File: src/rtl/display_pkg.sv
// Shared display constants and types for the framebuffer write path.
package display_pkg;

    localparam int DISP_X_W     = 7;
    localparam int DISP_Y_W     = 6;
    localparam int DISP_COLOR_W = 24;
    localparam int DISP_ADDR_W  = 13;

    typedef struct packed {
        logic [7:0] r;
        logic [7:0] g;
        logic [7:0] b;
    } rgb_t;

    typedef logic [DISP_ADDR_W-1:0] disp_addr_t;

    typedef enum logic {
        FILL_IDLE = 1'b0,
        FILL_RUN  = 1'b1
    } fill_state_t;

endpackage

File: src/rtl/display_rect_scan.sv
// Raster row/column counter pair over a normalised rectangle; flags the last pixel.
module display_rect_scan #(
    parameter int X_W = 7,
    parameter int Y_W = 6
) (
    input  logic           clk,
    input  logic           rst_n,
    input  logic           load,
    input  logic           step,
    input  logic [X_W-1:0] xl,
    input  logic [X_W-1:0] xh,
    input  logic [Y_W-1:0] yl,
    input  logic [Y_W-1:0] yh,
    output logic [X_W-1:0] col,
    output logic [Y_W-1:0] row,
    output logic           last
);

    logic [X_W-1:0] xl_q, xh_q;
    logic [Y_W-1:0] yh_q;

    always_ff @(posedge clk or negedge rst_n) begin
        if (!rst_n) begin
            xl_q <= '0;
            xh_q <= '0;
            yh_q <= '0;
            col  <= '0;
            row  <= '0;
        end else if (load) begin
            xl_q <= xl;
            xh_q <= xh;
            yh_q <= yh;
            col  <= xl;
            row  <= yl;
        end else if (step) begin
            // step is never issued on the last pixel, so row cannot pass yh
            if (col == xh_q) begin
                col <= xl_q;
                row <= row + Y_W'(1);
            end else begin
                col <= col + X_W'(1);
            end
        end
    end

    assign last = (col == xh_q) && (row == yh_q);

endmodule

File: src/rtl/display_rect_fill.sv
// Rectangle fill engine: one command in, one framebuffer write per cycle out.
module display_rect_fill
    import display_pkg::*;
#(
    parameter int X_W     = DISP_X_W,
    parameter int Y_W     = DISP_Y_W,
    parameter int COLOR_W = DISP_COLOR_W
) (
    input  logic               clk,
    input  logic               rst_n,
    input  logic               cmd_valid,
    output logic               cmd_ready,
    input  logic [X_W-1:0]     cmd_x0,
    input  logic [Y_W-1:0]     cmd_y0,
    input  logic [X_W-1:0]     cmd_x1,
    input  logic [Y_W-1:0]     cmd_y1,
    input  logic [COLOR_W-1:0] cmd_color,
    output logic               busy,
    output logic               done,
    output logic [X_W+Y_W-1:0] mem_waddr,
    output logic [COLOR_W-1:0] mem_wdata,
    output logic               mem_web
);

    fill_state_t    state;
    logic [X_W-1:0] xl, xh, col;
    logic [Y_W-1:0] yl, yh, row;
    logic           accept, step, last;

    assign xl = (cmd_x0 < cmd_x1) ? cmd_x0 : cmd_x1;
    assign xh = (cmd_x0 < cmd_x1) ? cmd_x1 : cmd_x0;
    assign yl = (cmd_y0 < cmd_y1) ? cmd_y0 : cmd_y1;
    assign yh = (cmd_y0 < cmd_y1) ? cmd_y1 : cmd_y0;

    assign accept = cmd_valid && cmd_ready;
    assign step   = (state == FILL_RUN) && !last;

    display_rect_scan #(.X_W(X_W), .Y_W(Y_W)) u_scan (
        .clk   (clk),
        .rst_n (rst_n),
        .load  (accept),
        .step  (step),
        .xl    (xl),
        .xh    (xh),
        .yl    (yl),
        .yh    (yh),
        .col   (col),
        .row   (row),
        .last  (last)
    );

    // The scan counters are registers, so the address bus is registered too
    // and naturally holds its final value once the fill ends.
    assign mem_waddr = {row, col};

    always_ff @(posedge clk or negedge rst_n) begin
        if (!rst_n) begin
            state     <= FILL_IDLE;
            cmd_ready <= 1'b1;
            busy      <= 1'b0;
            done      <= 1'b0;
            mem_web   <= 1'b0;
            mem_wdata <= '0;
        end else begin
            case (state)
                FILL_IDLE: begin
                    done <= 1'b0;
                    if (accept) begin
                        state     <= FILL_RUN;
                        cmd_ready <= 1'b0;
                        busy      <= 1'b1;
                        mem_web   <= 1'b1;
                        mem_wdata <= cmd_color;
                    end
                end
                FILL_RUN: begin
                    if (last) begin
                        state     <= FILL_IDLE;
                        cmd_ready <= 1'b1;
                        busy      <= 1'b0;
                        done      <= 1'b1;
                        mem_web   <= 1'b0;
                    end
                end
                default: state <= FILL_IDLE;
            endcase
        end
    end

endmodule

File: config.mk
export PLATFORM = sky130hd
export DESIGN_NAME = display_rect_fill
export DESIGN_NICKNAME = d
export VERILOG_FILES = /design/src/rtl/display_pkg.sv /design/src/rtl/display_rect_scan.sv /design/src/rtl/display_rect_fill.sv
export SDC_FILE = /design/constraint.sdc
export NUM_CORES = 1
export LEC_CHECK = 0
export CAP_MARGIN = 20
export CORE_ASPECT_RATIO = 1.75
export CORE_MARGIN = 5
export CORE_UTILIZATION = 52
export DETAILED_ROUTE_END_ITERATION = 10
export PLACE_DENSITY = 0.89
export SKIP_LAST_GASP = 1
export SLEW_MARGIN = 20
export SYNTH_ARGS = -nofsm -noshare
export SYNTH_HDL_FRONTEND = slang
export SYNTH_SLANG_ARGS = --single-unit
File: constraint.sdc
create_clock -name clk -period 4.6 [get_ports clk]
set_input_delay 0.69 -clock clk [delete_from_list [all_inputs] [get_ports clk]]
set_output_delay 0.69 -clock clk [all_outputs]
set_load 0.02 [all_outputs]
# --- Word level (Yosys, flattened, before mapping) ---
# Cells that the tools add are included.
op_classes:
  n_bitwise: 1
  muxes: 20
  order_cmp: 2
  n_mul: 0
  reduce_logical: 9
  n_addsub: 2
  shift: 0
  div_mod_pow: 0
  eq_ne: 4
op_table:
  columns: ["operator", "count"]
  rows:
  - ["2-to-1 mux 7 bit", 5]
  - ["2-to-1 mux 6 bit", 5]
  - ["case mux 1 bit (2 select lines)", 4]
  - ["adder 7 x 1 -> 7 bit (second input constant)", 1]
  - ["equality test 7 bit", 1]
  - ["less-than comparator 7 bit", 1]
  - ["adder 6 x 1 -> 6 bit (second input constant)", 1]
  - ["equality test 6 bit", 1]
  - ["less-than comparator 6 bit", 1]
  - ["2-to-1 mux 1 bit", 6]
  - ["AND reduction 2 bit", 3]
  - ["nonzero test 2 bit", 2]
  - ["logical AND 1 bit", 3]
  - ["!= test 2 x 1 -> 1 bit (second input constant)", 1]
  - ["!= test 2 bit (second input constant)", 1]
  - ["logical NOT 1 bit", 1]
  - ["NOT 1 bit", 1]
totals:
  romBits: 0
  register_bits: 61
  inputBits: 53
  mem_bits_rw: 0
  out_inout_bits: 41
  elab_cells: 48
  mem_count: 0
  latch_bits: 0

# --- Longest topological paths before layout ---
logic_depth:
  depth_word: 6
  ltp_mapped: 9
  depth_no_buf: 8

# --- Hierarchy ---
# Synthesis repeated with hierarchy kept, for this count alone.
unflattened:
  hier_cells: 338
  hier_area_um2: 3691.0
modules_own_cells:
  columns: ["module", "cells_per_inst", "seq_area_each_um2", "area_per_inst_um2", "instances"]
  rows:
  - ["display_rect_fill", 179, 701.9, 1953.1, 1]
  - ["display_rect_scan", 159, 825.8, 1737.9, 1]

# --- Least setup slack after synthesis ---
# No wires, ideal clock.
synth_path:
  path_kind: "input-to-reg"
  startpoint: "in cmd_x1[4]"
  endpoint: "reg u_scan.xh_q[0]"
  setup_time_ns: 0.135
  path_slack_ns: 2.453
  required_ns: 4.465
  t_arrival_ns: 2.012
  path_stages: 8
  path_buffers: 1
  cell_sequence: "inv_1 -> ha_1 -> a21oi_1 -> o21ai_0 -> a21oi_4 -> buf_2 -> mux2i_1 -> o21ai_0"
synth_via:
  elab_chain_cells: 2
synth_rtl:
  columns: ["item", "line_no", "rtl"]
  rows:
  - ["from (decl)", "display_rect_fill.sv:15", "input logic [X_W-1:0] cmd_x1,"]
  - ["less-than comparator 7 bit", "display_rect_fill.sv:31", "assign xh = (cmd_x0 < cmd_x1) ? cmd_x1 : cmd_x0;"]
  - ["2-to-1 mux 7 bit", "display_rect_fill.sv:31", null]
  - ["to (signal assigned)", "display_rect_scan.sv:31", "xh_q <= xh;"]
  - ["to (decl)", "display_rect_scan.sv:19", "logic [X_W-1:0] xl_q, xh_q;"]
# Every way passes these cells.
# A chain may end at the register's enable or synchronous reset.

# --- Worst setup path after layout ---
layout_path:
  startpoint: "in cmd_x1[6]"
  endpoint: "reg u_scan.col[5]"
layout_via:
  elab_chain_cells: 3
layout_rtl:
  columns: ["item", "line_no", "rtl"]
  rows:
  - ["less-than comparator 7 bit", "display_rect_fill.sv:30", "assign xl = (cmd_x0 < cmd_x1) ? cmd_x0 : cmd_x1;"]
  - ["2-to-1 mux 7 bit", "display_rect_fill.sv:30", null]
  - ["2-to-1 mux 7 bit", "display_rect_scan.sv:29", "end else if (load) begin"]
  - ["to (signal assigned)", "display_rect_scan.sv:33", "col <= xl;"]
  - ["to (signal assigned)", "display_rect_scan.sv:38", "col <= xl_q;"]
  - ["to (signal assigned)", "display_rect_scan.sv:41", "col <= col + X_W'(1);"]
  - ["to (decl)", "display_rect_scan.sv:14", "output logic [X_W-1:0] col,"]
# Every way passes these cells.

==> results.toml <==
[drt]
drc = 0
drtAntennaViolNets = 0
routed-via-count = 2731
wl_per_cell_um = 16.7
wirelength_um = 8220
vias_per_cell = 5.54
first_pass_iters = 4
drt_iter0_markers = 141

[synthesis]
synth_compound_area_frac = 0.153
dominantRegCellSynth = "dfrtp_1"
avgSynthCellArea_um2 = 10.5
synth_area_um2 = 3360
yosysUniqueCellTypes = 49
synth_seq_area_share = 0.455
synth_edf_count = 0
synth_xor_area_frac = 0.0469
synthAdderAreaFrac = 0.0484
synth-simple-area-share = 0.106
ys_seq_elements = 61
syn_nets = 385
netlist_instances = 319
synth_top_family_by_area = "compound AO/OA/AOI/OAI gates"
async_reset_ff_frac = 1.00
ys_warn_count = 0
synth_mux_area_frac = 0.146

[global_routing]
grt-ovfl-total = 0
grtUsageTotal = 0.208
antenna_found_initial = 0
grt_pass1_vias = 2828
grt_pass1_wl_um = 13200
grt_max_degree = 62

[final_layout]
area_growth_pct = 33.6
antenna_cells = 0
final_area_um2 = 4490
num-fill-cells = 464
drive_above_1_share = 0.136
nets = 474
fin_util = 0.720
multi_input_area_um2 = 1680
ff_latch_area_um2 = 1530

[floorplan]
design.core.area_um2 = 6230
die_h_um = 116
num_rows = 38
fp.dieArea_um2 = 8230
die_x_um = 70.8
start_util = 0.539
num_io_pins = 94

[power_and_ir_drop]
power_density_nw_per_um2 = 388
ir_drop_mv = 0.347
p_leak_uw = 0.00201
power_uw = 1740

[cts]
insertion_delay_ns = 0.34
max-clock-path-buffers = 2
path_clk_slew_ns = 0.07
clockRootBuffer = "clkbuf_8"
post_cts_resized = 0
cts_tree = "built"
holdBufCountCts = 0
cts-buffers-inserted = 9
clock_sinks = 61
cts_setup_buffers = 0
htree_levels = 3

[worst_setup_path]
crit_path_start_kind = "input port"
worst_ep_required_time_ns = 4.84
cp-end-kind = "flop"
cp_max_fo = 17
crit_chain = "clkdlybuf4s50_1 > inv_1 > ha_1 > a21oi_1 > o21ai_0 > a21oi_4 > mux2i_1 > a22o_1 > a31oi_1"
path_class = "input port to flop"
crit_family = "compound AO/OA/AOI/OAI gates"
cp_slowest_cell = "clkdlybuf4s50_1"
cp_num_buf_inv = 2
cpPeakStageDelay_ns = 0.51
arrival_ns = 2.97

[sta]
holdWs_ns = 0.490
fmax_mhz = 366
finalCritPeriodShare = 0.594
setup_viol = 0
fin_tns_setup_ns = 0
finalClockSkew_ns = 0.00708
slew_headroom = 0.340
worstMarginPinSlew_ns = 0.987
drv_slew = 0
final-hold-violation-count = 0
min_period_ns = 2.73
rsz0062_at_grt = "no"

[hold_path]
hold_path.class = "input port to asynchronous set/reset pin"

[placed_design]
port_buffers = 93
hpwl_um = 6280
dpl_cell_area_um2 = 4310
finalWeightedCongestion = 0.827

[outcome]
status = "completed"

[job]
maxCapViolations = 0
==> placed cells by master, fill, tap and decap left out, drive strengths merged <==
cell | synthesis | routed
nor4 | 1 | 1
and2 | 1 | 1
clkbuf | 9 | 14
o211ai | 5 | 5
o21a | 1 | 1
nand4 | 4 | 4
nand3 | 7 | 7
dfstp | 1 | 1
a2111oi | 1 | 1
a31oi | 3 | 3
buf | 8 | 3
mux2 | 25 | 25
clkinv | 0 | 2
a221oi | 1 | 1
mux2i | 21 | 21
or4 | 2 | 2
a22oi | 2 | 2
o31ai | 2 | 2
and3 | 4 | 4
a21oi | 30 | 30
a211o | 1 | 1
or2 | 1 | 1
o32a | 1 | 1
nand2 | 21 | 21
a32oi | 1 | 1
o41a | 1 | 1
o21ai | 20 | 20
nor2b | 1 | 1
a31o | 1 | 1
xnor2 | 11 | 11
a22o | 3 | 3
clkdlybuf4s50 | 0 | 92
o22ai | 3 | 3
nor2 | 28 | 28
nand2b | 1 | 1
xor2 | 7 | 7
ha | 13 | 13
dfrtp | 60 | 60
inv | 17 | 17
==> logic make-up after synthesis <==
kind of cell / after synthesis
muxes: 46
DFF: 61
AOI/OAI and AO/OA: 76
buffers and inverters: 34
xor gates and xnor gates: 18
and+or+nand+nor: 71
adders and majority gates: 13
==> sequential cells by signal, indices dropped and copies added, names as in the netlist <==
signal and cells:
u_scan.yh_q 6, mem_web 1, u_scan.xl_q 7, cmd_ready 1, state 1, mem_wdata 24, u_scan.xh_q 7, u_scan.row 6
done 1, u_scan.col 7
==> path summary, 6_finish.rpt <==
path / to / slack, ns / cells after the start / startpoint
min: mem_wdata[20] / 0.49 / 2 / rst_n
max in group asynchronous: u_scan.xh_q[1] / 3.58 / 2 / rst_n
min in group clk: u_scan.xh_q[6] / 0.50 / 2 / u_scan.xh_q[6]
max reg2reg: mem_wdata[13] / 2.23 / 4 / cmd_ready
max: u_scan.col[5] / 1.87 / 9 / cmd_x1[6]
min reg2reg: u_scan.xh_q[6] / 0.50 / 2 / u_scan.xh_q[6]
==> power by group <==
| group | switching (uW) | leakage, uW | internal, uW |
|---|---|---|---|
| registers | 84.3 | 0.000764 | 634 |
| clock network | 198 | 0.0000905 | 224 |
| logic | 290 | 0.00116 | 310 |
| total | 572 | 0.00201 | 1170 |
==> synthesized netlist by cell type, drive strengths merged (4+ instances only) <==
| cell type | n | area [um2] |
|---|---|---|
| xnor2 | 11 | 96.3 |
| o21ai | 20 | 104 |
| ha | 13 | 163 |
| clkbuf | 9 | 35.0 |
| buf | 8 | 50.0 |
| dfrtp | 60 | 1500 |
| mux2i | 21 | 210 |
| inv | 17 | 63.8 |
| xor2 | 7 | 61.3 |
| nor2 | 28 | 113 |
| o211ai | 5 | 37.5 |
| a21oi | 30 | 161 |
| nand2 | 21 | 78.8 |
| nand3 | 7 | 52.6 |
| nand4 | 4 | 25.0 |
| and3 | 4 | 35.0 |
| mux2 | 25 | 282 |
==> per-stage QoR <==
step / setup slack [ns] / instances
floorplan: 2.45 / 319
detailed placement: 1.55 / 477
finish: 1.87 / 493
global route: 1.70 / 493
global placement: 1.63 / 477
CTS: 1.89 / 493
==> routing by layer <==
metal | vias to the layer above | part of all wire | global-route usage
met2 | 81 | 0.55 | 0.382
met5 | - | 0 | 0
met3 | 28 | 0.042 | 0.0457
li1 | 1312 | - | -
met1 | 1310 | 0.36 | 0.213
met4 | 0 | 0.046 | 0.122
==> cell type report <==
cell class | instances | share of cell area
Multi-Input combinational cell | 224 | 0.375
Clock buffer | 14 | 0.0363
Tap cell | 80 | 0.0223
Clock inverter | 2 | 0.00223
Sequential cell | 61 | 0.340
Inverter | 17 | 0.0142
Timing Repair Buffer | 95 | 0.210
(Power assumes the default switching activity.)
